## config.mk

```make
export PLATFORM = sky130hd
export DESIGN_NAME = usart_apb_sequencer_flat
export DESIGN_NICKNAME = d
export VERILOG_FILES = /design/src/rtl/usart_apb_sequencer_if.sv /design/src/rtl/usart_apb_sequencer.sv /design/src/flat_wrapper.sv
export SDC_FILE = /design/constraint.sdc
export NUM_CORES = 1
export LEC_CHECK = 0
export CORE_MARGIN = 1.5
export CORE_UTILIZATION = 27
export CTS_CLUSTER_DIAMETER = 120
export DETAILED_ROUTE_END_ITERATION = 10
export REMOVE_ABC_BUFFERS = 1
export SETUP_SLACK_MARGIN = 0.2
export SYNTH_ARGS = -nofsm -noshare
export SYNTH_HDL_FRONTEND = slang
export SYNTH_SLANG_ARGS = --single-unit
```

## constraint.sdc

```tcl
create_clock -name io_apb_PCLK -period 6.6 [get_ports io_apb_PCLK]
set_input_delay 1.32 -clock io_apb_PCLK [delete_from_list [all_inputs] [get_ports io_apb_PCLK]]
set_output_delay 1.32 -clock io_apb_PCLK [all_outputs]
set_load 0.03 [all_outputs]
```

## src/rtl/usart_apb_sequencer_if.sv

```systemverilog
// APB3 register-port bundle between the sequencer (master) and one USART (slave).
// Address is 3 bits wide, covering SR, DR, BRR, CR1 and CR2.
interface usart_apb_sequencer_if;
    logic [2:0]  PADDR;
    logic        PSEL;
    logic        PENABLE;
    logic        PWRITE;
    logic [31:0] PWDATA;
    logic        PREADY;
    logic [31:0] PRDATA;

    modport master (
        output PADDR, PSEL, PENABLE, PWRITE, PWDATA,
        input  PREADY, PRDATA
    );

    modport slave (
        input  PADDR, PSEL, PENABLE, PWRITE, PWDATA,
        output PREADY, PRDATA
    );
endinterface

```

## src/rtl/usart_apb_sequencer.sv

```systemverilog
// APB3 master that configures one USART, round-robins TX bytes from NREQ requesters and drains RX into a stream.
// Latency: 6 cycles for init, 3 cycles per TX byte, 4 cycles per RX byte (SR + DR); each PREADY=0 cycle adds one.
// Backpressure: TX grants are paced by TX-FIFO credits; RX polling pauses while rx_valid waits on rx_ready.
module usart_apb_sequencer #(
    parameter int          NREQ        = 2,
    parameter logic [15:0] BRR_INIT    = 16'h0364,
    parameter logic [15:0] CR2_INIT    = 16'h0000,
    parameter logic [15:0] CR1_INIT    = 16'h202C,
    parameter int          FIFO_DEPTH  = 16,
    parameter logic [15:0] BYTE_CYCLES = 16'd868
) (
    input  logic                  io_apb_PCLK,
    input  logic                  io_apb_PRESET,
    usart_apb_sequencer_if.master m,
    input  logic                  irq,
    input  logic [NREQ-1:0]       req_valid,
    input  logic [8*NREQ-1:0]     req_payload,
    output logic [NREQ-1:0]       req_ready,
    output logic                  rx_valid,
    output logic [7:0]            rx_payload,
    input  logic                  rx_ready,
    output logic                  init_done
);

    localparam int IDXW = (NREQ > 1) ? $clog2(NREQ) : 1;
    localparam int CW   = $clog2(FIFO_DEPTH + 1);
    localparam logic [CW-1:0] CRED_MAX = CW'(FIFO_DEPTH);

    localparam logic [2:0] ADDR_SR  = 3'b000;
    localparam logic [2:0] ADDR_DR  = 3'b001;
    localparam logic [2:0] ADDR_BRR = 3'b010;
    localparam logic [2:0] ADDR_CR1 = 3'b011;
    localparam logic [2:0] ADDR_CR2 = 3'b100;

    typedef enum logic [2:0] {
        INIT_BRR,
        INIT_CR2,
        INIT_CR1,
        IDLE,
        TX_DR,
        RX_SR,
        RX_DR
    } state_t;

    state_t          state_q;
    logic            psel_q;
    logic            penable_q;
    logic            pwrite_q;
    logic [2:0]      paddr_q;
    logic [31:0]     pwdata_q;
    logic [IDXW-1:0] grant_q;
    logic [IDXW-1:0] rr_last_q;
    logic [CW-1:0]   credits_q;
    logic [15:0]     timer_q;

    logic            gnt_found;
    logic [IDXW-1:0] gnt_idx;
    logic [IDXW-1:0] rr_cand;
    logic            xfer_done;
    logic            tx_done;
    logic            refill;
    logic            unused_prdata;

    assign m.PSEL    = psel_q;
    assign m.PENABLE = penable_q;
    assign m.PWRITE  = pwrite_q;
    assign m.PADDR   = paddr_q;
    assign m.PWDATA  = pwdata_q;

    assign unused_prdata = ^m.PRDATA[31:8];

    assign xfer_done = psel_q && penable_q && m.PREADY;
    assign tx_done   = xfer_done && (state_q == TX_DR);
    assign refill    = (credits_q < CRED_MAX) && (timer_q == BYTE_CYCLES - 16'd1);

    // Search starts one past the last granted index so every requester gets a turn.
    always_comb begin
        gnt_found = 1'b0;
        gnt_idx   = '0;
        rr_cand   = '0;
        for (int k = 1; k <= NREQ; k++) begin
            rr_cand = IDXW'((int'(rr_last_q) + k) % NREQ);
            if (!gnt_found && req_valid[rr_cand]) begin
                gnt_found = 1'b1;
                gnt_idx   = rr_cand;
            end
        end
    end

    // Accept pulse follows PREADY combinationally so it lands on the completing ACCESS cycle only.
    always_comb begin
        req_ready = '0;
        if (!io_apb_PRESET && tx_done) begin
            req_ready[grant_q] = 1'b1;
        end
    end

    always_ff @(posedge io_apb_PCLK) begin
        if (io_apb_PRESET) begin
            credits_q <= CRED_MAX;
            timer_q   <= '0;
        end else begin
            if (credits_q == CRED_MAX || refill) begin
                timer_q <= '0;
            end else begin
                timer_q <= timer_q + 16'd1;
            end
            if (refill && !tx_done) begin
                credits_q <= credits_q + CW'(1);
            end else if (!refill && tx_done) begin
                credits_q <= credits_q - CW'(1);
            end
        end
    end

    always_ff @(posedge io_apb_PCLK) begin
        if (io_apb_PRESET) begin
            state_q    <= INIT_BRR;
            psel_q     <= 1'b0;
            penable_q  <= 1'b0;
            pwrite_q   <= 1'b0;
            paddr_q    <= '0;
            pwdata_q   <= '0;
            grant_q    <= '0;
            rr_last_q  <= IDXW'(NREQ - 1);
            rx_valid   <= 1'b0;
            rx_payload <= '0;
            init_done  <= 1'b0;
        end else begin
            if (rx_valid && rx_ready) begin
                rx_valid <= 1'b0;
            end

            if (state_q == IDLE) begin
                if (irq && !rx_valid) begin
                    state_q  <= RX_SR;
                    psel_q   <= 1'b1;
                    pwrite_q <= 1'b0;
                    paddr_q  <= ADDR_SR;
                end else if (gnt_found && credits_q != '0) begin
                    state_q  <= TX_DR;
                    psel_q   <= 1'b1;
                    pwrite_q <= 1'b1;
                    paddr_q  <= ADDR_DR;
                    pwdata_q <= {24'h0, req_payload[{gnt_idx, 3'b000} +: 8]};
                    grant_q  <= gnt_idx;
                end
            end else if (!psel_q) begin
                // Only reachable straight out of reset: launch the BRR write.
                psel_q   <= 1'b1;
                pwrite_q <= 1'b1;
                paddr_q  <= ADDR_BRR;
                pwdata_q <= {16'h0, BRR_INIT};
            end else if (!penable_q) begin
                penable_q <= 1'b1;
            end else if (m.PREADY) begin
                penable_q <= 1'b0;
                case (state_q)
                    INIT_BRR: begin
                        state_q  <= INIT_CR2;
                        paddr_q  <= ADDR_CR2;
                        pwdata_q <= {16'h0, CR2_INIT};
                    end
                    INIT_CR2: begin
                        state_q  <= INIT_CR1;
                        paddr_q  <= ADDR_CR1;
                        pwdata_q <= {16'h0, CR1_INIT};
                    end
                    INIT_CR1: begin
                        state_q   <= IDLE;
                        psel_q    <= 1'b0;
                        init_done <= 1'b1;
                    end
                    TX_DR: begin
                        state_q   <= IDLE;
                        psel_q    <= 1'b0;
                        rr_last_q <= grant_q;
                    end
                    RX_SR: begin
                        // RXNE chains straight into the DR read with no idle gap.
                        if (m.PRDATA[5]) begin
                            state_q <= RX_DR;
                            paddr_q <= ADDR_DR;
                        end else begin
                            state_q <= IDLE;
                            psel_q  <= 1'b0;
                        end
                    end
                    RX_DR: begin
                        state_q    <= IDLE;
                        psel_q     <= 1'b0;
                        rx_payload <= m.PRDATA[7:0];
                        rx_valid   <= 1'b1;
                    end
                    default: begin
                        state_q <= IDLE;
                        psel_q  <= 1'b0;
                    end
                endcase
            end
        end
    end

endmodule

```

## src/flat_wrapper.sv

```systemverilog
// flat-port wrapper written by rule: the top's interface ports become plain ports
module usart_apb_sequencer_flat 
#(
    parameter int          NREQ        = 2,
    parameter logic [15:0] BRR_INIT    = 16'h0364,
    parameter logic [15:0] CR2_INIT    = 16'h0000,
    parameter logic [15:0] CR1_INIT    = 16'h202C,
    parameter int          FIFO_DEPTH  = 16,
    parameter logic [15:0] BYTE_CYCLES = 16'd868
)
  (io_apb_PCLK, io_apb_PRESET, irq, req_valid, req_payload, req_ready, rx_valid, rx_payload, rx_ready, init_done, m_PADDR, m_PSEL, m_PENABLE, m_PWRITE, m_PWDATA, m_PREADY, m_PRDATA);
  usart_apb_sequencer_if m_i ();
  input  logic io_apb_PCLK;
  input  logic io_apb_PRESET;
  input  logic irq;
  input  logic [NREQ-1:0] req_valid;
  input  logic [8*NREQ-1:0] req_payload;
  output logic [NREQ-1:0] req_ready;
  output logic rx_valid;
  output logic [7:0] rx_payload;
  input  logic rx_ready;
  output logic init_done;
  output wire logic [$bits(m_i.PADDR)-1:0] m_PADDR;
  output wire logic [$bits(m_i.PSEL)-1:0] m_PSEL;
  output wire logic [$bits(m_i.PENABLE)-1:0] m_PENABLE;
  output wire logic [$bits(m_i.PWRITE)-1:0] m_PWRITE;
  output wire logic [$bits(m_i.PWDATA)-1:0] m_PWDATA;
  input wire logic [$bits(m_i.PREADY)-1:0] m_PREADY;
  input wire logic [$bits(m_i.PRDATA)-1:0] m_PRDATA;
  assign m_PADDR = m_i.PADDR;
  assign m_PSEL = m_i.PSEL;
  assign m_PENABLE = m_i.PENABLE;
  assign m_PWRITE = m_i.PWRITE;
  assign m_PWDATA = m_i.PWDATA;
  assign m_i.PREADY = m_PREADY;
  assign m_i.PRDATA = m_PRDATA;
  usart_apb_sequencer #(.NREQ(NREQ), .BRR_INIT(BRR_INIT), .CR2_INIT(CR2_INIT), .CR1_INIT(CR1_INIT), .FIFO_DEPTH(FIFO_DEPTH), .BYTE_CYCLES(BYTE_CYCLES)) u_core (.io_apb_PCLK(io_apb_PCLK), .io_apb_PRESET(io_apb_PRESET), .m(m_i), .irq(irq), .req_valid(req_valid), .req_payload(req_payload), .req_ready(req_ready), .rx_valid(rx_valid), .rx_payload(rx_payload), .rx_ready(rx_ready), .init_done(init_done));
endmodule
```

## After elaboration in Yosys (flattened, before gate mapping)

Index checks and enable logic that the tools add are counted.

- Input bits: 55
- Register bits: 74

- Order comparisons: 5
- Add/sub/neg operators: 5
- Shift-type cells: 1
- Equality and inequality tests: 17
- Mux-type cells: 55
- Reductions and logical operators: 35
- Bitwise gates (word level): 2

Operators by type and width:

| operator | number |
|---|---|
| 32-bit two-way mux | 6 |
| 32-bit case mux with 2 select lines | 1 |
| 3-bit two-way mux | 14 |
| 1-bit two-way mux | 27 |
| 5-bit AND reduction | 5 |
| 3-bit case mux with 3 select lines | 2 |
| 16-bit by 1-bit adder with 16-bit output (second input constant) | 1 |
| 16-bit by 10-bit == test with 1-bit output (second input constant) | 1 |
| 16-bit by 5-bit indexed part select with 8-bit output | 1 |
| 1-bit logical AND | 12 |
| 5-bit two-way mux | 2 |
| 3-bit == test (second input constant) | 3 |
| 3-bit inequality test (second input constant) | 3 |
| 4-bit inequality test (second input constant) | 2 |
| 2-bit nonzero test | 4 |
| 3-bit by 2-bit == test with 1-bit output (second input constant) | 2 |
| 1-bit by 2-bit < comparator with 1-bit output (second input constant) | 3 |
| 2-bit inequality test (second input constant) | 3 |
| 5-bit by 1-bit adder with 5-bit output (second input constant) | 1 |
| 5-bit == test (second input constant) | 1 |
| 1-bit zero test | 5 |
| 5-bit < comparator (second input constant) | 1 |
| 5-bit inequality test (second input constant) | 1 |
| 5-bit nonzero test | 1 |
| other kinds (14) | 18 |

## Longest topological paths before layout

Gate-level depths: netlist of the first run.

- Word-level depth: 11
- Gate-level depth with buffers: 12
- Gate-level depth less buffers: 11

## Least setup slack after synthesis of the first run

Ideal clock, no wire load.

- Kind: input-to-output
- Start: input port io_apb_PRESET
- End: output port req_ready[0]
- Path slack: 3.072 ns
- Data arrival time: 2.208 ns
- Cell stages on the path: 2
- Path buffers: 1
- Path through: clkbuf_1 nor3_1

- Longest elaborated chain between the ends: 3

RTL lines:

| item | line | source |
|---|---|---|
| start: declaration | flat_wrapper.sv:14 | `input logic io_apb_PRESET;` |
| 1-bit zero test | usart_apb_sequencer.sv:93 | `if (!io_apb_PRESET && tx_done) begin` |
| 1-bit logical AND | usart_apb_sequencer.sv:93 |  |
| 2-bit two-way mux | usart_apb_sequencer.sv:93 |  |
| end: declaration | flat_wrapper.sv:18 | `output logic [NREQ-1:0] req_ready;` |

Every way passes these cells.

## Worst setup path in the final report of the first run

- Start: input port m_PREADY
- End: output port req_ready[0]

- Longest elaborated chain between the ends: 4

RTL lines:

| item | line | source |
|---|---|---|
| start: declaration | flat_wrapper.sv:28 | `input wire logic [$bits(m_i.PREADY)-1:0] m_PREADY;` |
| 1-bit logical AND | usart_apb_sequencer.sv:72 | `assign xfer_done = psel_q && penable_q && m.PREADY;` |
| 1-bit logical AND | usart_apb_sequencer.sv:73 | `assign tx_done = xfer_done && (state_q == TX_DR);` |
| 1-bit logical AND | usart_apb_sequencer.sv:93 |  |
| 2-bit two-way mux | usart_apb_sequencer.sv:93 |  |

Every way passes these cells.

==> results.yml, run 1 <==
timing:
  fin_skew_ns: 0.00657
  min_period_ns: 4.39
  rsz0062_at_grt: "no"
  setup_violations: 0
  worst_pin_slew_ns: 1.13
  drv_slew: 0
  slew-limit-headroom: 0.244
  post-route-period-util: 0.666
  achievable-frequency_mhz: 228
  fin_ws_ns: 2.21
  fin_setup_tns_ns: 0
  hold_viol: 0
worst_setup_path:
  critPathLaunchType: "primary input"
  worstSetupEndpointType: "output port"
  worstReg2RegStart: "u_core.timer_q[0]$_SDFF_PP0_"
  worstSetupStartpoint: "m_PREADY"
  crit_fanout: 5
  cp.required_ns: 5.28
  worstSetupPathType: "in2out"
  arrival_ns: 3.07
clock_network:
  clock_latency_ns: 0.30
  cts_made_buffers: 5
  post-cts-setup-buffers: 0
  cts_tree: "built"
  ctsLongestPathBuffers: 2
  h-tree-depth: 2
  clkSinkCount: 52
  cts_resized: 0
  cts_hold_buf: 0
  cts_root_buf: "clkbuf_8"
  clkTransAtPathRegs_ns: 0.09
synth:
  synth_warnings: 0
  ys_seq_area_frac: 0.377
  synth_edf_count: 0
  synthTopCellsByArea: "dfxtp_1, nor2_1, mux2i_1"
  syn_area_per_cell_um2: 8.62
  synth-seq-cells: 52
  synth.top_cell.area_share: 0.377
  async_flop_share: 0
  yosys.area.top_type: "dfxtp_1"
  netlist_instances: 320
  synth.distinct_cells: 51
  syn_area_mm2: 0.00276
  ys.flop_type: "dfxtp_1"
detailed_routing:
  ant_nets: 0
  viasPerCell: 4.44
  wirelength_um: 5900
  first_pass_iters: 4
  wl_per_cell_um: 11.7
  drt_iter0_drc: 73
  vias: 2231
  drc: 0
floorplanning:
  coreArea_mm2: 0.00982
  fp.dieArea_mm2: 0.0108
  io_pins: 105
  start_util: 0.281
  chipWidth_um: 104
  die_h_um: 104
  rows: 36
layout:
  area_delta_synth_final_pct: 24.6
  drive_above_1_share: 0.0541
  antenna_cells: 0
  multi_input_area_mm2: 0.00149
  nets: 431
  ff_latch_area_mm2: 0.00104
  num-fill-cells: 1043
global_routing:
  grt_max_degree: 42
  grt_pass1_vias: 2104
  antenna_found_initial: 0
  overflow: 0
  grt_pass1_wl_um: 10300
  grt_usage: 0.114
placed_design:
  place_ws_ns: 2.13
  gp_congestion: 0.814
  hpwlAfterDp_um: 4230
  numPortBuffers: 59
min_path:
  worstHoldStart: "u_core.m.PWDATA[4]$_SDFFE_PP0P_"
  hold_class: "reg2reg"
power:
  ir_drop_mv: 0.0858
  leakagePower_nw: 1.23
  power.density_mw_per_mm2: 175
job:
  max_cap_viol_count: 0
run_status:
  status: "finished clean"
cells by family after synthesis:
logic type      synth area share
xor+xnor                  0.0540
compound gates             0.116
buf+inv                    0.108
flops                      0.377
simple gates               0.235
mux                       0.0735
other cells              0.00136
fa+ha+maj                 0.0345
through the flow:
stage	hold WS [ns]	cell area, µm²	std cells	power, mW	util
2_1_floorplan	0.426	2580	302	0.380	-
3_3_place_gp	0.441	3340	495	0.418	0.340
3_5_place_dp	0.442	3340	495	0.419	0.340
4_1_cts	0.457	3440	503	0.611	0.350
5_1_grt	0.475	3440	503	0.633	0.350
6_report	0.454	3440	503	0.601	0.350
placed cells by master, fill, tap and decap left out, drive strengths merged, types with 3 or more instances in the layout:
| master | Yosys | layout |
|---|---|---|
| clkdlybuf4s50 | 0 | 59 |
| dfxtp | 52 | 52 |
| nor2 | 51 | 51 |
| nand2 | 25 | 25 |
| conb | 1 | 21 |
| a21oi | 20 | 20 |
| mux2i | 18 | 18 |
| inv | 12 | 12 |
| xor2 | 9 | 9 |
| nor3 | 9 | 9 |
| nand3 | 8 | 8 |
| xnor2 | 8 | 8 |
| clkbuf | 6 | 7 |
| nand4 | 6 | 6 |
| ha | 6 | 6 |
| nor2b | 5 | 5 |
| and3 | 5 | 5 |
| o21ai | 5 | 5 |
| nand3b | 4 | 4 |
| nand2b | 4 | 4 |
| or3 | 4 | 4 |
| a221oi | 4 | 4 |
| nor4 | 3 | 3 |
| a21boi | 3 | 3 |
synthesized netlist by cell type (4+ instances only):
master / n
dfxtp_1: 52
nor2_1: 50
nand2_1: 25
buf_4: 24
a21oi_1: 19
mux2i_1: 18
inv_1: 12
xor2_1: 9
nand3_1: 8
nor3_1: 8
xnor2_1: 8
clkbuf_1: 6
ha_1: 6
nand4_1: 6
and3_1: 5
buf_2: 5
nor2b_1: 5
nand2b_1: 4
nand3b_1: 4
or3_1: 4
metal layers:
metal / share of wire / track usage / up-vias
met5: 0 / 0 / -
met4: 0.0095 / 0.0298 / 0
met3: 0.057 / 0.0338 / 5
met2: 0.44 / 0.180 / 65
met1: 0.49 / 0.153 / 1018
li1: - / - / 1143
flip-flops by register name, indices dropped and copies added (netlist names), 3 cells and up:
name,count
u_core.timer_q,16
u_core.m.PWDATA,10
u_core.rx_payload,8
u_core.credits_q,5
u_core.m.PADDR,3
u_core.state_q,3
worst max-delay path, stage by stage:
cell and delay [ns]:
clkdlybuf4s50_1 0.54, nand4_1 0.23, nor3_1 0.27, clkdlybuf4s50_1 0.72
power breakdown:
part / internal [mW] / switching, mW
combinational: 0.0360 / 0.0503
sequential: 0.319 / 0.00598
clock: 0.0855 / 0.104
path summary, 6_finish.rpt:
| kind | cells after the start | slack (ns) | endpoint |
|---|---|---|---|
| worst max-delay path | 4 | 2.21 | req_ready[0] |
| worst min-delay path | 2 | 0.45 | u_core.m.PWDATA[4]$_SDFFE_PP0P_ |
| worst max register to register | 10 | 3.83 | u_core.credits_q[4]$_SDFFE_PP1P_ |
| worst min register to register | 2 | 0.45 | u_core.m.PWDATA[4]$_SDFFE_PP0P_ |
final cells by class:
type	instances	share of cell area
Clock buffer	7	0.0251
Clock inverter	1	0.00218
Inverter	12	0.0131
Multi-Input combinational cell	238	0.434
Sequential cell	52	0.303
Tap cell	133	0.0484
Timing Repair Buffer	60	0.174
No activity file was read; power rests on OpenSTA's default activity.
==> run 2: changes to the inputs <==
- clock period: 6.6 -> 4.5 ns (I/O delays scaled with it)
==> results.yml, run 2 (same netlist as run 1, synthesis figures left out) <==
global_routing:
  antenna_found_initial: 0
  grt_pass1_wl_um: 10400
  overflow: 0
  grt_pass1_vias: 2233
  grt_max_degree: 40
  grt_usage: 0.118
layout:
  num-fill-cells: 1049
  final_util: 0.352
  mostFrequentLayoutCells: "clkdlybuf4s50_1, dfxtp_1, nor2_1"
  largest_reg_flops: 16
  largest_register: "u_core.timer_q"
  drive_above_1_share: 0.0566
  nets: 432
  antenna_cells: 0
  area_delta_synth_final_pct: 25.4
  layout_commonest_cell: "clkdlybuf4s50_1"
floorplanning:
  start_util: 0.281
  rows: 36
  chipWidth_um: 104
  fp.dieArea_mm2: 0.0108
  die_h_um: 104
  io_pins: 105
  coreArea_mm2: 0.00982
worst_setup_path:
  worstSetupStartpoint: "m_PREADY"
  cp.required_ns: 3.60
  path_cells: "clkdlybuf4s50_1 > nand4_1 > nor3_1 > clkdlybuf4s50_1"
  critPathLaunchType: "primary input"
  worstSetupEndpointType: "output port"
  arrival_ns: 2.74
  worstSetupPathType: "in2out"
  reg2regPathDepth: 10
  slowest_stage: "clkdlybuf4s50_1"
  worstReg2RegStart: "u_core.timer_q[0]$_SDFF_PP0_"
  slowest_delay_ns: 0.74
  crit_end: "req_ready[1]"
  r2r-end: "u_core.credits_q[4]$_SDFFE_PP1P_"
  reg2reg_slack_ns: 1.69
  crit_fanout: 5
  cp_common_cell: "clkdlybuf4s50_1"
min_path:
  hold_class: "reg2reg"
clock_network:
  ctsLongestPathBuffers: 2
  cts_tree: "built"
  clock_latency_ns: 0.31
  cts_resized: 0
  h-tree-depth: 2
  post-cts-setup-buffers: 0
  clkTransAtPathRegs_ns: 0.09
  cts_made_buffers: 5
  cts_root_buf: "clkbuf_8"
  cts_hold_buf: 0
  clkSinkCount: 52
detailed_routing:
  drc: 0
  wl_per_cell_um: 12.3
  first_pass_iters: 4
  viasPerCell: 4.46
  drt_iter0_drc: 66
  vias: 2247
  ant_nets: 0
  wirelength_um: 6190
power:
  ir_drop_mv: 0.128
  leakagePower_nw: 1.25
  power.density_mw_per_mm2: 268
placed_design:
  gp_congestion: 0.753
  numPortBuffers: 59
  hpwlAfterDp_um: 4550
timing:
  slew-limit-headroom: 0.585
  post-route-period-util: 0.809
  rsz0062_at_grt: "no"
  drv_slew: 0
  fin_setup_tns_ns: 0
  setup_violations: 0
  min_period_ns: 3.64
  hold_viol: 0
  achievable-frequency_mhz: 275
  worst_pin_slew_ns: 0.621
  fin_skew_ns: 0.00975
run_status:
  status: "finished clean"
job:
  max_cap_viol_count: 0
[run 2: cell type report]
| class | instances | area, µm² | area share |
|---|---|---|---|
| clock buffers | 6 | 72.6 | 0.0210 |
| clock inverters | 2 | 35.0 | 0.0101 |
| inverters | 12 | 45.0 | 0.0130 |
| multi-input cells | 238 | 1490 | 0.432 |
| flip-flops and latches | 52 | 1040 | 0.301 |
| well taps | 133 | 166 | 0.0481 |
| repair buffers | 61 | 606 | 0.175 |
[run 2: layer usage]
metal,vias to the layer above,wire [µm],share of wire,track usage
li1,1138,-,-,-
met1,1028,2850,0.46,0.143
met2,73,2860,0.46,0.200
met3,8,403,0.065,0.0332
met4,0,77,0.012,0.0387
met5,-,0,0,0
[run 2: worst max-delay path: cells and delay by family]
family        cells  cell delay [ns]
buf+inv           2             1.27
simple gates      2             0.57
[run 2: power by group]
group	total, mW	switching, mW	internal (mW)
sequential	0.477	0.00926	0.468
clock	0.322	0.156	0.165
combinational	0.128	0.0744	0.0532
total	0.926	0.240	0.686
[run 2: how the worst min path moves through the flow]
stage | startpoint | end | slack, ns | cells past startpoint
2_1_floorplan | u_core.timer_q[0]$_SDFF_PP0_ | u_core.timer_q[0]$_SDFF_PP0_ | 0.43 | 1
3_3_place_gp | u_core.m.PWDATA[7]$_SDFFE_PP0P_ | u_core.m.PWDATA[7]$_SDFFE_PP0P_ | 0.44 | 2
3_5_place_dp | u_core.m.PWDATA[4]$_SDFFE_PP0P_ | u_core.m.PWDATA[4]$_SDFFE_PP0P_ | 0.44 | 2
6_report | u_core.m.PWDATA[4]$_SDFFE_PP0P_ | u_core.m.PWDATA[4]$_SDFFE_PP0P_ | 0.45 | 2
5_1_grt | u_core.m.PWDATA[7]$_SDFFE_PP0P_ | u_core.m.PWDATA[7]$_SDFFE_PP0P_ | 0.49 | 2
4_1_cts | u_core.m.PWDATA[4]$_SDFFE_PP0P_ | u_core.m.PWDATA[4]$_SDFFE_PP0P_ | 0.46 | 2
[run 2: per-stage QoR]
step / total power, mW / hold slack (ns) / cell area, µm² / cells / worst slack, ns
after global routing: 0.969 / 0.486 / 3460 / 504 / 0.805
final: 0.926 / 0.453 / 3460 / 504 / 0.857
after floorplan: 0.557 / 0.426 / 2580 / 302 / 1.77
after global placement: 0.614 / 0.440 / 3350 / 496 / 0.845
after CTS: 0.937 / 0.455 / 3460 / 504 / 0.819
after detailed placement: 0.616 / 0.442 / 3350 / 496 / 0.821
